<file path="src/rtl/fft_unload.sv">
// Ping-pong unload buffer: takes 8-point bit-reversed FFT frames in parallel and emits them serially in natural order.
// Optional FFT_UNLOAD_SCALE_EN divides each output sample by 8 (arithmetic shift right 3).
module fft_unload #(
  parameter int N = 4
) (
  input  logic              clk,
  input  logic              rst,
  input  logic [2**N-1:0]   xr0,
  input  logic [2**N-1:0]   xr1,
  input  logic [2**N-1:0]   xr2,
  input  logic [2**N-1:0]   xr3,
  input  logic [2**N-1:0]   xr4,
  input  logic [2**N-1:0]   xr5,
  input  logic [2**N-1:0]   xr6,
  input  logic [2**N-1:0]   xr7,
  input  logic [2**N-1:0]   xi0,
  input  logic [2**N-1:0]   xi1,
  input  logic [2**N-1:0]   xi2,
  input  logic [2**N-1:0]   xi3,
  input  logic [2**N-1:0]   xi4,
  input  logic [2**N-1:0]   xi5,
  input  logic [2**N-1:0]   xi6,
  input  logic [2**N-1:0]   xi7,
  input  logic              in_valid,
  output logic              in_ready,
  output logic [2**N-1:0]   out_re,
  output logic [2**N-1:0]   out_im,
  output logic [2:0]        out_idx,
  output logic              out_last,
  output logic              out_valid,
  input  logic              out_ready
);

  localparam int W = 2**N;

  logic [W-1:0] in_re [8];
  logic [W-1:0] in_im [8];

  logic [W-1:0] re_q [2][8];
  logic [W-1:0] re_d [2][8];
  logic [W-1:0] im_q [2][8];
  logic [W-1:0] im_d [2][8];
  logic [1:0]   full_q, full_d;
  logic         wptr_q, wptr_d;
  logic         rptr_q, rptr_d;
  logic [2:0]   cnt_q, cnt_d;
  logic         in_ready_q, in_ready_d;

  logic         accept, rd_hs, rd_done;
  logic [2:0]   rd_loc;
  logic [W-1:0] raw_re, raw_im;

  always_comb begin
    in_re[0] = xr0; in_re[1] = xr1; in_re[2] = xr2; in_re[3] = xr3;
    in_re[4] = xr4; in_re[5] = xr5; in_re[6] = xr6; in_re[7] = xr7;
    in_im[0] = xi0; in_im[1] = xi1; in_im[2] = xi2; in_im[3] = xi3;
    in_im[4] = xi4; in_im[5] = xi5; in_im[6] = xi6; in_im[7] = xi7;
  end

  assign out_valid = full_q[rptr_q];
  assign accept    = in_valid & in_ready_q;
  assign rd_hs     = out_valid & out_ready;
  assign rd_done   = rd_hs & (cnt_q == 3'd7);

  always_comb begin
    re_d       = re_q;
    im_d       = im_q;
    full_d     = full_q;
    wptr_d     = wptr_q;
    rptr_d     = rptr_q;
    cnt_d      = cnt_q;
    in_ready_d = 1'b0;

    if (accept) begin
      for (int k = 0; k < 8; k++) begin
        re_d[wptr_q][k] = in_re[k];
        im_d[wptr_q][k] = in_im[k];
      end
      wptr_d = ~wptr_q;
    end

    if (rd_hs) begin
      cnt_d = cnt_q + 3'd1;
    end

    // Accept needs an empty write bank and a final read needs a full read bank,
    // so the two updates always target different banks.
    if (rd_done) begin
      full_d[rptr_q] = 1'b0;
      rptr_d         = ~rptr_q;
    end
    if (accept) begin
      full_d[wptr_q] = 1'b1;
    end

    in_ready_d = ~full_d[wptr_d];
  end

  always_ff @(posedge clk or negedge rst) begin
    if (!rst) begin
      for (int b = 0; b < 2; b++) begin
        for (int k = 0; k < 8; k++) begin
          re_q[b][k] <= '0;
          im_q[b][k] <= '0;
        end
      end
      full_q     <= 2'b00;
      wptr_q     <= 1'b0;
      rptr_q     <= 1'b0;
      cnt_q      <= 3'd0;
      in_ready_q <= 1'b0;
    end else begin
      re_q       <= re_d;
      im_q       <= im_d;
      full_q     <= full_d;
      wptr_q     <= wptr_d;
      rptr_q     <= rptr_d;
      cnt_q      <= cnt_d;
      in_ready_q <= in_ready_d;
    end
  end

  // Stored frame is in bit-reversed order; reading bitrev(cnt) restores natural order.
  assign rd_loc = {cnt_q[0], cnt_q[1], cnt_q[2]};
  assign raw_re = re_q[rptr_q][rd_loc];
  assign raw_im = im_q[rptr_q][rd_loc];

`ifdef FFT_UNLOAD_SCALE_EN
  assign out_re = $signed(raw_re) >>> 3;
  assign out_im = $signed(raw_im) >>> 3;
`else
  assign out_re = raw_re;
  assign out_im = raw_im;
`endif

  assign in_ready = in_ready_q;
  assign out_idx  = cnt_q;
  assign out_last = out_valid & (cnt_q == 3'd7);

endmodule

</file>
<file path="config.mk">
export PLATFORM = sky130hd
export DESIGN_NAME = fft_unload
export DESIGN_NICKNAME = d
export VERILOG_FILES = /design/src/rtl/fft_unload.sv
export SDC_FILE = /design/constraint.sdc
export NUM_CORES = 1
export LEC_CHECK = 0
export ABC_AREA = 0
export BUFFER_PORTS_ARGS = -buffer_cell sky130_fd_sc_hd__buf_2
export CORE_ASPECT_RATIO = 0.75
export CORE_UTILIZATION = 50
export DETAILED_ROUTE_END_ITERATION = 8
export GPL_TIMING_DRIVEN = 0
export PLACE_DENSITY = 0.7
export SLEW_MARGIN = 20
export SYNTH_ARGS = -nofsm -noshare
export SYNTH_HDL_FRONTEND = slang
export SYNTH_SLANG_ARGS = --single-unit
</file>
<file path="constraint.sdc">
create_clock -name clk -period 4.21 [get_ports clk]
set_input_delay 0.2105 -clock clk [delete_from_list [all_inputs] [get_ports clk]]
set_output_delay 0.2105 -clock clk [all_outputs]
set_load 0.01 [all_outputs]
</file>
==> run_results.csv, run 1 <==
group,metric,value,unit
clock_tree,cts_tree,"done",
yosys,avgSynthCellArea,15.5,sq um
timing,finalCritPeriodShare,0.958,
yosys,seq_area_frac_synth,0.560,
timing,hold_violations,0,
floorplanning,die-area,0.0473,sq mm
routing,viasPerCell,5.91,
grt,first_global_vias,17180,
critical_path,r2r_cells,8,
routing,ant_nets,0,
routing,drc_errors,0,
timing,fin_ws,0.176,ns
clock_tree,htreeDepth,2,
timing,rsz0062_at_grt,"no",
clock_tree,ctsResizeCount,0,
critical_path,critPathArrivalTime,3.82,ns
timing,slew_headroom,0.201,
placement,post-place-ws,0.872,ns
floorplanning,dieHeight,189,um
placement,place_area,0.0256,sq mm
final_layout,num-fill-cells,3343,
placement,dpl.hpwl,50.8,mm
pwr,powerDensity,777,mW/mm^2
grt,grt_max_degree,104,
critical_path,r2r-end,"re_q[225]$_DFFE_PN0P_",
timing,worst_pin_slew,1.20,ns
floorplanning,ios,298,
yosys,yosys_warnings,0,
final_layout,fin_area,0.0298,sq mm
yosys,synth_area,0.0232,sq mm
grt,grt-ovfl-total,0,
final_layout,nNetsFinal,2374,
yosys,syn_nets,1760,
critical_path,worst_setup_path_end_kind,"primary output",
job,drv_cap,0,
grt,grt_pass1_wl,107,mm
floorplanning,initial_core_util,0.513,
routing,first_pass_iters,6,
pwr,p_leak,13.1,nW
clock_tree,cts_root_buf,"clkbuf_16",
grt,grt_antenna_before_repair,6,
critical_path,path_max_fanout,10,
yosys,synth.largest_area_cell,"dfrtp_1",
critical_path,r2r_slack,0.76,ns
clock_tree,clk_pin_slew,0.06,ns
routing,drt_wl_total,71.8,mm
clock_tree,tritoncts.num_buffers,51,
yosys,synth_flop_cell,"dfrtp_1",
placement,io_buffers,297,
clock_tree,clk_latency,0.59,ns
yosys,yosysTopAreaCellShare,0.560,
routing,drt-initial-drc-count,1428,
critical_path,path_class,"reg -> out",
critical_path,worstSetupStartpointType,"flop",
yosys,synth-edff-count,0,
routing,vias,16155,
timing,setup_violations,0,
floorplanning,rows,67,
final_layout,drive_gt1_frac,0.489,
routing,wl_per_cell,26.3,um
pwr,ir_drop,469,uV
clock_tree,cts_hold_buf,259,
clock_tree,cts_setup_buffers,0,
yosys,yosysMostFrequentCell,"dfrtp_1",
floorplanning,die_x,251,um
min_path,hold_path.class,"in -> async",
timing,finalSetupTns,0,ns
clock_tree,clk_path_buf_depth,3,
pwr,total_power,0.0232,W
critical_path,required,4.00,ns
grt,grt_use_total,0.311,
yosys,synth.distinct_cells,23,
yosys,ys_seq_elements,520,
yosys,ys_top_cells_by_count,"dfrtp_1, mux2_2, mux4_2",
placement,gp_congestion,0.869,
clock_tree,cts_sinks,520,
timing,fmax,0.248,GHz
timing,finClkSkew,0.0169,ns
run_status,status,"finished, final reports clean",
yosys,synth-async-reset-ratio,1.00,
final_layout,utilization,0.659,
final_layout,syn_to_final_growth,28.5,%
yosys,synth.area.top_cells,"dfrtp_1, mux2_2, mux4_2",
critical_path,timing.rr.start,"wptr_q$_DFF_PN0_",
timing,min_period,4.03,ns
timing,maxSlewViolCount,0,
yosys,syn_inst,1496,
floorplanning,core,0.0453,sq mm
## registers in the layout (all words and copies together), names as in the netlist
name,cells
in_ready,1
rptr_q,1
im_q,256
out_idx,3
full_q,2
wptr_q,1
re_q,256
## cells by family after synthesis
kind of cell / count (synthesis) / share of synthesized area
flops: 520 / 0.560
mux: 579 / 0.343
fa+ha+maj: 4 / 0.00215
buf+inv: 150 / 0.0297
compound gates: 132 / 0.0409
simple gates: 109 / 0.0235
xor+xnor: 2 / 0.000754
## cell usage in the layout, fill, tap and decap left out, types with 34 or more instances in the layout
cell type,instances
buf_2,340
mux2_2,451
nor2b_1,34
dlygate4sd3_1,259
a22oi_1,64
nand2_1,36
inv_1,34
clkbuf_1,61
mux4_2,128
nand3_1,35
clkbuf_16,53
dfrtp_1,520
## report_power, final
part	switching (W)	internal [W]	total, W
Sequential	0.00131	0.00749	0.00880
Combinational	0.00471	0.00512	0.00984
Clock	0.00194	0.00263	0.00457
Total	0.00796	0.0152	0.0232
## worst max path at each step
stage                      startpoint  depth (start not counted)                    end  slack, ns
2_1_floorplan        wptr_q$_DFF_PN0_                          8  im_q[176]$_DFFE_PN0P_       1.96
3_3_place_gp                      rst                          1  im_q[100]$_DFFE_PN0P_      -7.17
3_5_place_dp         wptr_q$_DFF_PN0_                          8  im_q[187]$_DFFE_PN0P_       0.87
4_1_cts        out_idx[2]$_DFFE_PN0P_                          6              out_re[4]       0.38
5_1_grt        out_idx[2]$_DFFE_PN0P_                          6              out_re[9]       0.21
6_report       out_idx[2]$_DFFE_PN0P_                          6              out_re[4]       0.18
## metal layers
layer / wire length (um) / part of all wire / vias to the layer above / GRT usage
met1: 30600 / 0.43 / 8596 / 0.446
li1: - / - / 6808 / -
met4: 1560 / 0.022 / 6 / 0.0692
met5: 41 / 0.00057 / - / 0
met3: 5980 / 0.083 / 105 / 0.0718
met2: 33600 / 0.47 / 640 / 0.486
## critical path: stages, from the launching register on
cell and delay [ns]:
dfrtp_1 0.51, buf_2 0.30, buf_1 0.91, mux4_2 0.45, a22oi_1 0.68, nand2_1 0.19
buf_2 0.20
## stage by stage
stage,std cells,hold WS [ns]
floorplan,1496,-0.0851
global placement,2379,0.455
detailed placement,2384,0.202
CTS,2733,0.201
global route,2733,0.229
finish,2734,0.181
## area by class of cell
type                       instances  area, sq um  area share
antenna                            1         2.50   0.0000838
clock inverter                    19          173     0.00579
tap                              586          733      0.0246
buffer                           115          558      0.0187
timing repair buffer             561         4230       0.142
inverter                          35          131     0.00440
multi-input combinational        826         9520       0.319
clock buffer                      71         1480      0.0497
sequential                       520        13000       0.436
Note: power is estimated with default switching activity, not from simulation.
==> inputs of run 2 (changes only) <==
==> constraint.sdc (replaced) <==
create_clock -name clk -period 4.21 [get_ports clk]
set_input_delay 0.842 -clock clk [delete_from_list [all_inputs] [get_ports clk]]
set_output_delay 0.842 -clock clk [all_outputs]
set_load 0.01 [all_outputs]
==> run 2 against run 1 <==
Effect of this change: power down 0.86%; register-to-register slack is essentially flat; flip-flop and latch count is the same; sequential share of layout area rose by 4.0 points; maximum frequency shrank 3.9%; clock skew down 0.0028 ns; critical endpoint is now out_im[9].
==> run_results.csv, run 2 (synthesized netlist as in run 1, its figures left out) <==
group,metric,value,unit
placement,io_buffers,297,
timing,min_period,4.20,ns
timing,finClkSkew,0.0141,ns
clock_tree,clk_pin_slew,0.06,ns
clock_tree,clk_latency,0.58,ns
placement,post-place-ws,0.359,ns
routing,drt_wl_total,69.5,mm
final_layout,layout_common_cells,"dfrtp_1, mux2_2, buf_2",
grt,first_global_vias,16036,
floorplanning,die_x,251,um
grt,grt_max_degree,104,
floorplanning,die-area,0.0473,sq mm
clock_tree,cts_root_buf,"clkbuf_16",
grt,grt_use_total,0.302,
timing,fin_hold_ws,0.208,ns
critical_path,timing.rr.start,"wptr_q$_DFF_PN0_",
grt,grt_antenna_before_repair,17,
final_layout,drive_gt1_frac,0.561,
critical_path,path_max_fanout,10,
critical_path,required,3.37,ns
pwr,switchingPower,0.00790,W
run_status,status,"finished, final reports clean",
pwr,p_seq_frac,0.382,
pwr,pwr-share-comb,0.420,
critical_path,r2r-end,"re_q[227]$_DFFE_PN0P_",
critical_path,r2r_cells,8,
clock_tree,htreeDepth,2,
final_layout,nNetsFinal,2114,
routing,drt-initial-drc-count,1417,
timing,hold_violations,0,
floorplanning,rows,67,
floorplanning,initial_core_util,0.513,
grt,grt_pass1_wl,103,mm
pwr,p_leak,12.0,nW
grt,grt-ovfl-total,0,
timing,maxSlewViolCount,0,
final_layout,utilization,0.603,
critical_path,worstSetupStartpointType,"flop",
clock_tree,clk_path_buf_depth,3,
timing,setup_violations,0,
min_path,hold_path.class,"in -> async",
timing,fmax,0.238,GHz
pwr,switching_share,0.343,
routing,wl_per_cell,28.0,um
floorplanning,dieHeight,189,um
timing,worst_pin_slew,1.07,ns
critical_path,path_class,"reg -> out",
timing,fin_ws,0.0132,ns
floorplanning,ios,298,
routing,viasPerCell,6.08,
job,drv_cap,0,
routing,vias,15094,
pwr,clkPwrFrac,0.198,
clock_tree,cts_sinks,520,
routing,drc_errors,0,
clock_tree,tritoncts.num_buffers,51,
critical_path,worst_setup_path_end_kind,"primary output",
critical_path,critPathArrivalTime,3.35,ns
pwr,power.internal,0.0151,W
critical_path,r2r_slack,0.76,ns
final_layout,layout_commonest_cell,"dfrtp_1",
floorplanning,core,0.0453,sq mm
clock_tree,cts_tree,"done",
pwr,powerDensity,842,mW/mm^2
final_layout,syn_to_final_growth,17.6,%
routing,ant_nets,0,
timing,rsz0062_at_grt,"no",
routing,first_pass_iters,6,
placement,gp_congestion,0.869,
timing,slew_headroom,0.286,
pwr,ir_drop,464,uV
timing,finalCritPeriodShare,0.997,
placement,dpl.hpwl,50.8,mm
[run 2: cell types whose count changed in the layout (fill, tap and decap cells not counted), sizes merged]
cell,before,now
dlygate4sd3,259,0
diode,1,9
buf,365,360
clkdlybuf4s15,0,4
[run 2: critical path: stages (launching register included)]
cell	delay (ns)
dfrtp_1	0.52
buf_2	0.31
clkbuf_1	0.70
mux4_2	0.41
a22oi_1	0.48
nand2_1	0.18
buf_2	0.18
[run 2: through the flow]
step / total power (W) / instance area (sq um) / cells / setup TNS, ns
floorplan: 0.0149 / 23200 / 1496 / 0
global placement: 0.0180 / 25400 / 2379 / -4026.08
detailed placement: 0.0184 / 25600 / 2384 / 0
CTS: 0.0230 / 27300 / 2474 / 0
global route: 0.0241 / 27300 / 2479 / 0
finish: 0.0230 / 27300 / 2482 / 0
[run 2: power groups by stage]
stage               registers, W  clock network (W)  logic, W
finish                   0.00879            0.00456   0.00965
global route             0.00907            0.00482    0.0102
detailed placement       0.00882                  0   0.00959
floorplan                0.00833                  0   0.00659
global placement         0.00864                  0   0.00934
CTS                      0.00876            0.00462   0.00964
[run 2: cell type report]
cell class / instances / area [sq um]
well taps: 586 / 733
multi-input cells: 826 / 9540
clock buffers: 71 / 1480
plain buffers: 114 / 588
inverters: 35 / 131
flip-flops and latches: 520 / 13000
repair buffers: 302 / 1630
fillers: 3561 / 18000
clock inverters: 19 / 173
diodes: 9 / 22.5
[run 2: how the worst max path moves through the flow]
stage,startpoint,end,slack (ns),cells past startpoint
floorplan,out_idx[2]$_DFFE_PN0P_,out_im[0],1.78,5
global placement,rst,im_q[100]$_DFFE_PN0P_,-7.80,1
detailed placement,out_idx[2]$_DFFE_PN0P_,out_re[4],0.36,6
CTS,out_idx[2]$_DFFE_PN0P_,out_re[8],0.02,6
global route,out_idx[2]$_DFFE_PN0P_,out_im[9],0.004,6
finish,out_idx[2]$_DFFE_PN0P_,out_im[9],0.01,6
[run 2: timing repair]
action                                  in CTS  in global routing
setup buffers                                0                  0
endpoints found under the setup margin      18                  5
gates cloned                                 0                  0
gates resized for setup                     11                  3
hold buffers                                 0                  0
[run 2: per-layer routing]
| layer | GRT usage | part of all wire |
|---|---|---|
| met1 | 0.435 | 0.43 |
| met2 | 0.461 | 0.46 |
| met3 | 0.0800 | 0.087 |
| met4 | 0.0718 | 0.020 |
| met5 | 0 | 0.0012 |
